**config.mk**
```make
export PLATFORM = sky130hd
export DESIGN_NAME = hazard_scoreboard
export DESIGN_NICKNAME = d
export VERILOG_FILES = /design/src/rtl/hazard_scoreboard.sv
export SDC_FILE = /design/constraint.sdc
export NUM_CORES = 1
export LEC_CHECK = 0
export ABC_AREA = 0
export ABC_CLOCK_PERIOD_IN_PS = 4500
export CORE_AREA = 2 2 122 124
export CTS_BUF_LIST = sky130_fd_sc_hd__clkbuf_2
export DETAILED_ROUTE_END_ITERATION = 10
export DIE_AREA = 0 0 124 126
export GPL_TIMING_DRIVEN = 0
export PLACE_DENSITY = 0.76
export SYNTH_ARGS = -nofsm -noshare
export SYNTH_HDL_FRONTEND = slang
export SYNTH_SLANG_ARGS = --single-unit
```
**constraint.sdc**
```tcl
create_clock -name clk -period 4.5 [get_ports clk]
set_input_delay 0.9 -clock clk [delete_from_list [all_inputs] [get_ports clk]]
set_output_delay 0.9 -clock clk [all_outputs]
set_load 0.02 [all_outputs]
```
**src/rtl/hazard_scoreboard.sv**
```systemverilog
`default_nettype none
// ============================================================================
// Module   : hazard_scoreboard
// Purpose  : Forwarding and stall unit for the decode stage. Each in-flight
//            register writer occupies one entry of a DEPTH-entry shift
//            pipeline (entry 0 = EX, entry DEPTH-1 = WB). Every entry carries
//            a countdown to data-ready, so producers of any latency (ALU,
//            loads, MUL, multi-cycle ops) are handled uniformly.
// Ports    : clk, rst_n              - clock, async active-low reset
//            issue_valid, flush      - decode holds an instruction / squash it
//            rs_*/rt_*               - source addresses, use flags, RF reads
//            wr_en, wr_addr, wr_lat  - destination of the decode instruction
//            stage_data              - result bus per stage (slice i = stage i)
//            rs_data, rt_data        - resolved operands
//            stall                   - hold PC/decode, bubble into EX
//            busy                    - valid bit per entry
//            stall_count             - stall cycle counter (optional)
// Options  : HAZARD_STATS_EN - when defined, stall_count is a free-running
//            32-bit counter of stall cycles; otherwise it is tied to zero.
// Revision : 1.0 - initial release
// ============================================================================
module hazard_scoreboard #(
    parameter int DATA_W = 32,
    parameter int DEPTH  = 4,
    parameter int LAT_W  = 3
) (
    input  logic                    clk,
    input  logic                    rst_n,
    input  logic                    issue_valid,
    input  logic                    flush,
    input  logic [4:0]              rs_addr,
    input  logic [4:0]              rt_addr,
    input  logic                    rs_used,
    input  logic                    rt_used,
    input  logic                    wr_en,
    input  logic [4:0]              wr_addr,
    input  logic [LAT_W-1:0]        wr_lat,
    input  logic [DATA_W-1:0]       rs_data_rf,
    input  logic [DATA_W-1:0]       rt_data_rf,
    input  logic [DEPTH*DATA_W-1:0] stage_data,
    output logic [DATA_W-1:0]       rs_data,
    output logic [DATA_W-1:0]       rt_data,
    output logic                    stall,
    output logic [DEPTH-1:0]        busy,
    output logic [31:0]             stall_count
);

    localparam int IDX_W   = (DEPTH > 1) ? $clog2(DEPTH) : 1;
    localparam int MAX_REM = DEPTH - 1;

    // ------------------------------------------------------------------
    // Entry state
    // ------------------------------------------------------------------
    logic [DEPTH-1:0]            v_q,    v_d;
    logic [DEPTH-1:0][4:0]       addr_q, addr_d;
    logic [DEPTH-1:0][LAT_W-1:0] rem_q,  rem_d;

    // ------------------------------------------------------------------
    // Lookup: youngest (lowest index) matching writer wins
    // ------------------------------------------------------------------
    logic             rs_hit, rt_hit;
    logic [IDX_W-1:0] rs_idx, rt_idx;
    logic             rs_active, rt_active;
    logic             rs_hazard, rt_hazard;
    logic             rs_fwd, rt_fwd;

    always_comb begin
        rs_hit = 1'b0;
        rt_hit = 1'b0;
        rs_idx = '0;
        rt_idx = '0;
        // Scan oldest to youngest so the last match (lowest index) sticks.
        for (int i = DEPTH - 1; i >= 0; i--) begin
            if (v_q[i] && (addr_q[i] == rs_addr)) begin
                rs_hit = 1'b1;
                rs_idx = IDX_W'(i);
            end
            if (v_q[i] && (addr_q[i] == rt_addr)) begin
                rt_hit = 1'b1;
                rt_idx = IDX_W'(i);
            end
        end
    end

    // r0 never carries a dependency, and unused sources never stall.
    assign rs_active = rs_used && (rs_addr != 5'd0) && rs_hit;
    assign rt_active = rt_used && (rt_addr != 5'd0) && rt_hit;

    assign rs_hazard = rs_active && (rem_q[rs_idx] != '0);
    assign rt_hazard = rt_active && (rem_q[rt_idx] != '0);
    assign rs_fwd    = rs_active && (rem_q[rs_idx] == '0);
    assign rt_fwd    = rt_active && (rem_q[rt_idx] == '0);

    // A pending (hazard) operand is don't-care; the RF value is driven.
    assign rs_data = rs_fwd ? stage_data[rs_idx*DATA_W +: DATA_W] : rs_data_rf;
    assign rt_data = rt_fwd ? stage_data[rt_idx*DATA_W +: DATA_W] : rt_data_rf;

    // flush squashes the decode instruction, so it can never stall.
    assign stall = issue_valid && !flush && (rs_hazard || rt_hazard);
    assign busy  = v_q;

    // ------------------------------------------------------------------
    // Push and shift
    // ------------------------------------------------------------------
    logic             push;
    logic [31:0]      lat_ext;
    logic [LAT_W-1:0] lat_cap;

    assign push    = issue_valid && wr_en && (wr_addr != 5'd0) && !stall && !flush;
    assign lat_ext = 32'(wr_lat);
    // A result can never be later than WB, so clamp the countdown there.
    assign lat_cap = (lat_ext > 32'(MAX_REM)) ? LAT_W'(MAX_REM) : wr_lat;

    always_comb begin
        v_d    = '0;
        addr_d = '0;
        rem_d  = '0;

        v_d[0]    = push;
        addr_d[0] = push ? wr_addr : 5'd0;
        rem_d[0]  = push ? lat_cap : '0;

        // Entries advance every edge, even while stalled; the countdown
        // decrements as the entry moves and saturates at zero.
        for (int i = 1; i < DEPTH; i++) begin
            v_d[i]    = v_q[i-1];
            addr_d[i] = addr_q[i-1];
            rem_d[i]  = (rem_q[i-1] == '0) ? '0 : (rem_q[i-1] - LAT_W'(1));
        end
    end

    always_ff @(posedge clk or negedge rst_n) begin
        if (!rst_n) begin
            v_q    <= '0;
            addr_q <= '0;
            rem_q  <= '0;
        end else begin
            v_q    <= v_d;
            addr_q <= addr_d;
            rem_q  <= rem_d;
        end
    end

    // ------------------------------------------------------------------
    // Optional stall statistics
    // ------------------------------------------------------------------
`ifdef HAZARD_STATS_EN
    logic [31:0] stall_count_q, stall_count_d;

    // Natural 32-bit wrap from 0xFFFFFFFF to 0.
    assign stall_count_d = stall ? (stall_count_q + 32'd1) : stall_count_q;

    always_ff @(posedge clk or negedge rst_n) begin
        if (!rst_n) begin
            stall_count_q <= 32'd0;
        end else begin
            stall_count_q <= stall_count_d;
        end
    end

    assign stall_count = stall_count_q;
`else
    assign stall_count = 32'd0;
`endif

endmodule
`default_nettype wire

```
==> impl_metrics.toml, run 1 <==
[synth]
yosys_warnings = 0
async_reset_ff_share_pct = 100
synth_compound_area_share_pct = 2.28
ys_seq_area_share_pct = 17.4
synth_most_common_cell = "mux2i_1"
synthAdderAreaFrac_pct = 1.45
ys_ff_latch = 36
synth_xor_xnor_area_share_pct = 6.78
synthFlopType = "dfrtp_1"
synth_top_cell_by_area = "mux2i_1"
synthCells = 484
synth_top_family_by_area = "multiplexers"
synth_edf_count = 0
synth_cell_types = 37
ys_top_cells_by_area = "mux2i_1 37%, dfrtp_1 17%, mux2_4 17%"
synth_mux_area_share_pct = 56.4
netlist_area_sq_mm = 0.00516
synth-simple-area-share_pct = 5.81
synth_top_cell_area_share_pct = 37.2
syn_area_per_cell_sq_um = 10.7
yosys-top-cells-count = "192 x mux2i_1, 60 x mux2_4, 36 x dfrtp_1"

[placed_design]
dp_slack_ps = -414
dp_hpwl_um = 15700
port_buffers = 275
place_area_sq_mm = 0.00826
gp_congestion = 0.926

[critical_path]
crit_required_ps = 3600
critPathLaunchType = "input pin"
slowest_stage = "mux4_2"
max_stage_delay_ps = 540
crit_type = "input pin to output port"
cp_cell_sequence = "buf_4 -> xor2_2 -> nor4_2 -> nand3_1 -> a211oi_2 -> mux4_2 -> nand2b_4 -> buf_6 -> buf_6 -> mux2_4 -> buf_2"
worstPathMaxFanout = 10
worst_path_most_repeated_cell = "buf_6"
end_kind = "output port"
cp_data_arrival_time_ps = 3510

[run]
cap_viol_max_count = 0

[global_route]
grt_pass1_vias = 5240
use_met1_pct = 25.7
grt_pass1_wl_um = 27900
top_usage_layer = "met2"
grt_overflow = 0
grt_max_degree = 37
grt_usage_pct = 23.1
met3_usage_pct = 5.21
antenna_found_initial = 2
gr-usage-met2_pct = 44.0

[drt]
wl_per_cell_um = 19.6
vias = 4957
antenna_left = 0
drtPass1Iterations = 4
drt_wl_total_um = 19400
drt_iter0_drc = 213
via_per_inst = 5.01
drc_errors = 0

[floorplan]
die-area_sq_mm = 0.0156
rows = 44
die_h_um = 126
io-pin-count = 318
dieWidth_um = 124
initial_core_util_pct = 36.1
core_sq_mm = 0.0143

[timing]
final_hold_viol_count = 0
finalCriticalPeriod_ps = 4410
fin_worst_skew_ps = 14.5
fin_crit_sh_pct = 97.9
timing.fmax_mhz = 227
finalSetupViolCount = 0
slew_violations = 0
tightest_slew_ps = 769
fin_ws_ps = 92.6
relSlewSlack_pct = 48.7

[pwr]
leakage_nw = 3.50
power_w = 0.00108
powerDensity_mw_per_mm2 = 131
ir_drop_mv = 0.152

[layout]
finalNetCount = 1027
n_antenna_cell = 0
area_delta_synth_final_pct = 60.5
post-route-cell-area_sq_mm = 0.00829
postLayoutCoreUtil_pct = 57.9
drive_gt1_share_pct = 28.1

[run_status]
status = "finished, final reports clean"

[clock_tree]
tritoncts = "yes"
insertion_delay_ps = 380
cts-buffers-inserted = 5
clk_path_buf_depth = 2
cts.sinks = 36
htreeDepth = 2
root_buffer = "clkbuf_2"
path_clk_slew_ps = 180

[hold_path]
min_path_type = "register to register"
## worst max-delay path: cells and delay by family
| family | cells | cell delay [ps] |
|---|---|---|
| compound gates | 1 | 310 |
| xor+xnor | 1 | 180 |
| buf+inv | 4 | 620 |
| mux | 2 | 850 |
| simple gates | 3 | 630 |
## routing by layer
layer	routed length, um	vias up
li1	-	2337
met1	7270	2405
met2	10300	180
met3	1420	31
met4	424	4
met5	22	-
## sequential cells by signal (all words and copies together), names as in the netlist
signal / cells
rem_q: 12
addr_d: 15
addr_q: 5
busy: 4
## worst paths after layout
kind	slack (ps)	end	depth (start not counted)	from
worst min register to register	430	busy[1]	0	busy[0]
min in group asynchronous	560	busy[1]	1	rst_n
max in group asynchronous	3450	rem_q[1]	1	rst_n
worst max-delay path	90	rs_data[11]	11	rs_addr[2]
worst min-delay path	430	busy[1]	0	busy[0]
worst max register to register	1590	rem_q[0]	9	addr_d[17]
## power by group
part / switching [W] / total (W) / internal [W]
combinational: 0.000221 / 0.000538 / 0.000316
clock: 0.000107 / 0.000197 / 0.0000906
sequential: 0.0000109 / 0.000348 / 0.000337
total: 0.000339 / 0.00108 / 0.000744
## cell type report
class / instances / area [sq um]
Fill cell: 1265 / 6020
Multi-Input combinational cell: 402 / 3950
Timing Repair Buffer: 281 / 2540
Sequential cell: 36 / 901
Buffer: 72 / 581
Tap cell: 184 / 230
Clock inverter: 3 / 37.5
Clock buffer: 5 / 25.0
Inverter: 6 / 22.5
## metrics by stage
| step | hold slack (ps) | std cells | TNS [ps] |
|---|---|---|---|
| floorplan | 409 | 516 | 0 |
| global placement | 400 | 975 | -20040 |
| detailed placement | 405 | 975 | -20860 |
| CTS | 436 | 986 | -7.01 |
| global route | 437 | 989 | -127 |
| finish | 432 | 989 | 0 |
## repair_timing
action / in CTS / in global routing
gates cloned: 0 / 2
hold buffers: 0 / 0
pin swaps: 6 / 7
gates resized for setup: 229 / 69
endpoints found under the setup margin: 65 / 65
setup buffers: 3 / 1
## cell usage in the layout, fill, tap and decap left out, types with 3 or more instances in the layout
cell type,count
buf_6,7
nand2_1,8
clkbuf_2,18
buf_4,51
o21ai_0,7
mux2i_1,192
buf_2,60
mux2_4,60
xor2_1,20
clkdlybuf4s50_1,209
nand4_1,3
mux2_2,4
xnor2_1,16
conb_1,33
and4_1,5
dfrtp_1,36
inv_1,6
buf_12,4
ha_1,6
and3_1,3
or4_1,3
dlygate4sd2_1,3
nor2_1,9
## cell families (layout without fill, tap and decap cells)
logic type                 Yosys count  after routing
AOI/OAI and AO/OA                   16             16
xor gates and xnor gates            40             40
adders and majority gates            6              6
buffers and inverters               78            367
DFF                                 36             36
muxes                              258            258
other                                1             33
and+or+nand+nor                     49             49
No activity file was read; power rests on OpenSTA's default activity.
==> run 2, diff against run 1 <==
--- a/config.mk
+++ b/config.mk
@@ -6,13 +6,13 @@
 export NUM_CORES = 1
 export LEC_CHECK = 0
 export ABC_AREA = 0
-export ABC_CLOCK_PERIOD_IN_PS = 4500
-export CORE_AREA = 2 2 122 124
+export ABC_CLOCK_PERIOD_IN_PS = 5300
+export CORE_AREA = 2 2 125 127
 export CTS_BUF_LIST = sky130_fd_sc_hd__clkbuf_2
 export DETAILED_ROUTE_END_ITERATION = 10
-export DIE_AREA = 0 0 124 126
+export DIE_AREA = 0 0 127 129
 export GPL_TIMING_DRIVEN = 0
-export PLACE_DENSITY = 0.76
+export PLACE_DENSITY = 0.73
 export SYNTH_ARGS = -nofsm -noshare
 export SYNTH_HDL_FRONTEND = slang
 export SYNTH_SLANG_ARGS = --single-unit
==> constraint.sdc (replaced) <==
create_clock -name clk -period 5.3 [get_ports clk]
set_input_delay 1.06 -clock clk [delete_from_list [all_inputs] [get_ports clk]]
set_output_delay 1.06 -clock clk [all_outputs]
set_load 0.02 [all_outputs]
==> impl_metrics.toml, run 2 (synthesized netlist as in run 1, its figures left out) <==
[pwr]
ir_drop_mv = 0.130
leakage_nw = 3.43
powerDensity_mw_per_mm2 = 106

[layout]
drive_gt1_share_pct = 19.0
most-common-layout-cells = "265 x clkdlybuf4s50_1, 192 x mux2i_1, 60 x mux2_4"
finalNetCount = 1022
largest_register_ffs = 15
postLayoutCoreUtil_pct = 55.9
area_delta_synth_final_pct = 62.0
final_common_cell = "clkdlybuf4s50_1"

[clock_tree]
tritoncts = "yes"
cts_hold_buf = 0
htreeDepth = 2
path_clk_slew_ps = 180
cts.sinks = 36
root_buffer = "clkbuf_2"
cts-buffers-inserted = 5
insertion_delay_ps = 390
clk_path_buf_depth = 2

[drt]
vias = 4811
drt_iter0_drc = 172
wl_per_cell_um = 18.7
antenna_left = 0
via_per_inst = 4.86
drc_errors = 0
drtPass1Iterations = 4
drt_wl_total_um = 18500

[timing]
finalSetupViolCount = 0
rsz0062_at_grt = "yes"
slew_violations = 0
relSlewSlack_pct = 47.8
final_hold_viol_count = 0
timing.fmax_mhz = 191
tightest_slew_ps = 784
fin_worst_skew_ps = 20.1
fin_crit_sh_pct = 99.0
whs_ps = 437
finalCriticalPeriod_ps = 5250

[global_route]
grt_max_degree = 37
grt_overflow = 0
grt_pass1_wl_um = 27100
grt_usage_pct = 21.0
antenna_found_initial = 3
grt_pass1_vias = 5173

[floorplan]
dieWidth_um = 127
initial_core_util_pct = 34.5
rows = 45
core_sq_mm = 0.0150
die_h_um = 129
io-pin-count = 318
die-area_sq_mm = 0.0164

[hold_path]
min_from = "addr_d[10]"
min_path_type = "register to register"

[run_status]
status = "finished, final reports clean"

[critical_path]
end_kind = "output port"
worstPathMaxFanout = 10
rr_startpoint = "addr_d[15]"
cp-startpoint = "rt_addr[0]"
critPathLaunchType = "input pin"
crit_required_ps = 4240
crit_type = "input pin to output port"
cp_data_arrival_time_ps = 4190

[run]
cap_viol_max_count = 0

[placed_design]
gp_congestion = 0.865
dp_hpwl_um = 15200
port_buffers = 275
run 2: cell types whose count changed in the layout (fill, tap and decap cells not counted), moves of 3 or more:
cell,change
clkdlybuf4s50_1,+56
buf_2,-42
buf_4,-16
dlymetal6s2s_1,+8
clkbuf_2,-7
clkbuf_4,+7
buf_12,-4
dlygate4sd2_1,-3
run 2: per-layer routing:
layer | track usage [%] | up-vias | part of all wire (%)
met5 | 0 | - | 0
met1 | 24.2 | 2267 | 39
met2 | 39.3 | 201 | 52
met4 | 6.08 | 0 | 2.5
met3 | 4.24 | 28 | 6.2
li1 | - | 2315 | -
run 2: layout make-up:
class	count	area, sq um
Sequential cell	36	901
Tap cell	188	235
Multi-Input combinational cell	402	3880
Inverter	6	22.5
Clock buffer	5	25.0
Fill cell	1312	6610
Clock inverter	3	13.8
Buffer	72	509
Antenna cell	2	5.00
Timing Repair Buffer	276	2780
run 2: critical path: stages:
cell and delay [ps]:
buf_2 160, xor2_1 160, nor4_2 380, nand3_1 170
a211oi_2 330, mux4_2 560, nand2b_1 150, buf_2 180
buf_6 190, mux2_4 300, clkdlybuf4s50_1 540
run 2: final timing paths:
path                                     to  slack [ps]  cells after the start
worst min-delay path             addr_d[15]         440                      0
min in group asynchronous           busy[2]         710                      1
worst max register to register     rem_q[0]        2310                      7
worst min register to register   addr_d[15]         440                      0
worst max-delay path            rt_data[20]          50                     11
max in group asynchronous         addr_d[8]        4080                      1
run 2: repair_timing:
item / in CTS / in global routing
setup buffers: 0 / 1
setup endpoints to repair: 0 / 54
gates resized for setup: 0 / 33
run 2: per-stage QoR:
stage	total power [W]	setup TNS, ps	setup slack (ps)	std cells	cell area [sq um]
6_report	0.000886	0	51.8	990	8370
2_1_floorplan	0.000515	0	867	516	5290
4_1_cts	0.000888	0	36.5	987	8310
3_5_place_dp	0.000768	0	41.2	979	8270
3_3_place_gp	0.000757	0	82.4	979	8270
5_1_grt	0.000930	-823	-47.8	989	8370
run 2: power breakdown:
group / internal [W] / switching, W / leakage [nW] / total [W]
clock network: 0.0000295 / 0.0000917 / 0.0302 / 0.000121
registers: 0.000286 / 0.00000894 / 0.483 / 0.000295
logic: 0.000285 / 0.000184 / 2.92 / 0.000469
==> run 3, diff against run 2 <==
--- a/config.mk
+++ b/config.mk
@@ -6,7 +6,6 @@
 export NUM_CORES = 1
 export LEC_CHECK = 0
 export ABC_AREA = 0
-export ABC_CLOCK_PERIOD_IN_PS = 5300
 export CORE_AREA = 2 2 125 127
 export CTS_BUF_LIST = sky130_fd_sc_hd__clkbuf_2
 export DETAILED_ROUTE_END_ITERATION = 10
==> results of run 3 <==
No change in the layout: final DEF, timing and power equal those of run 2.
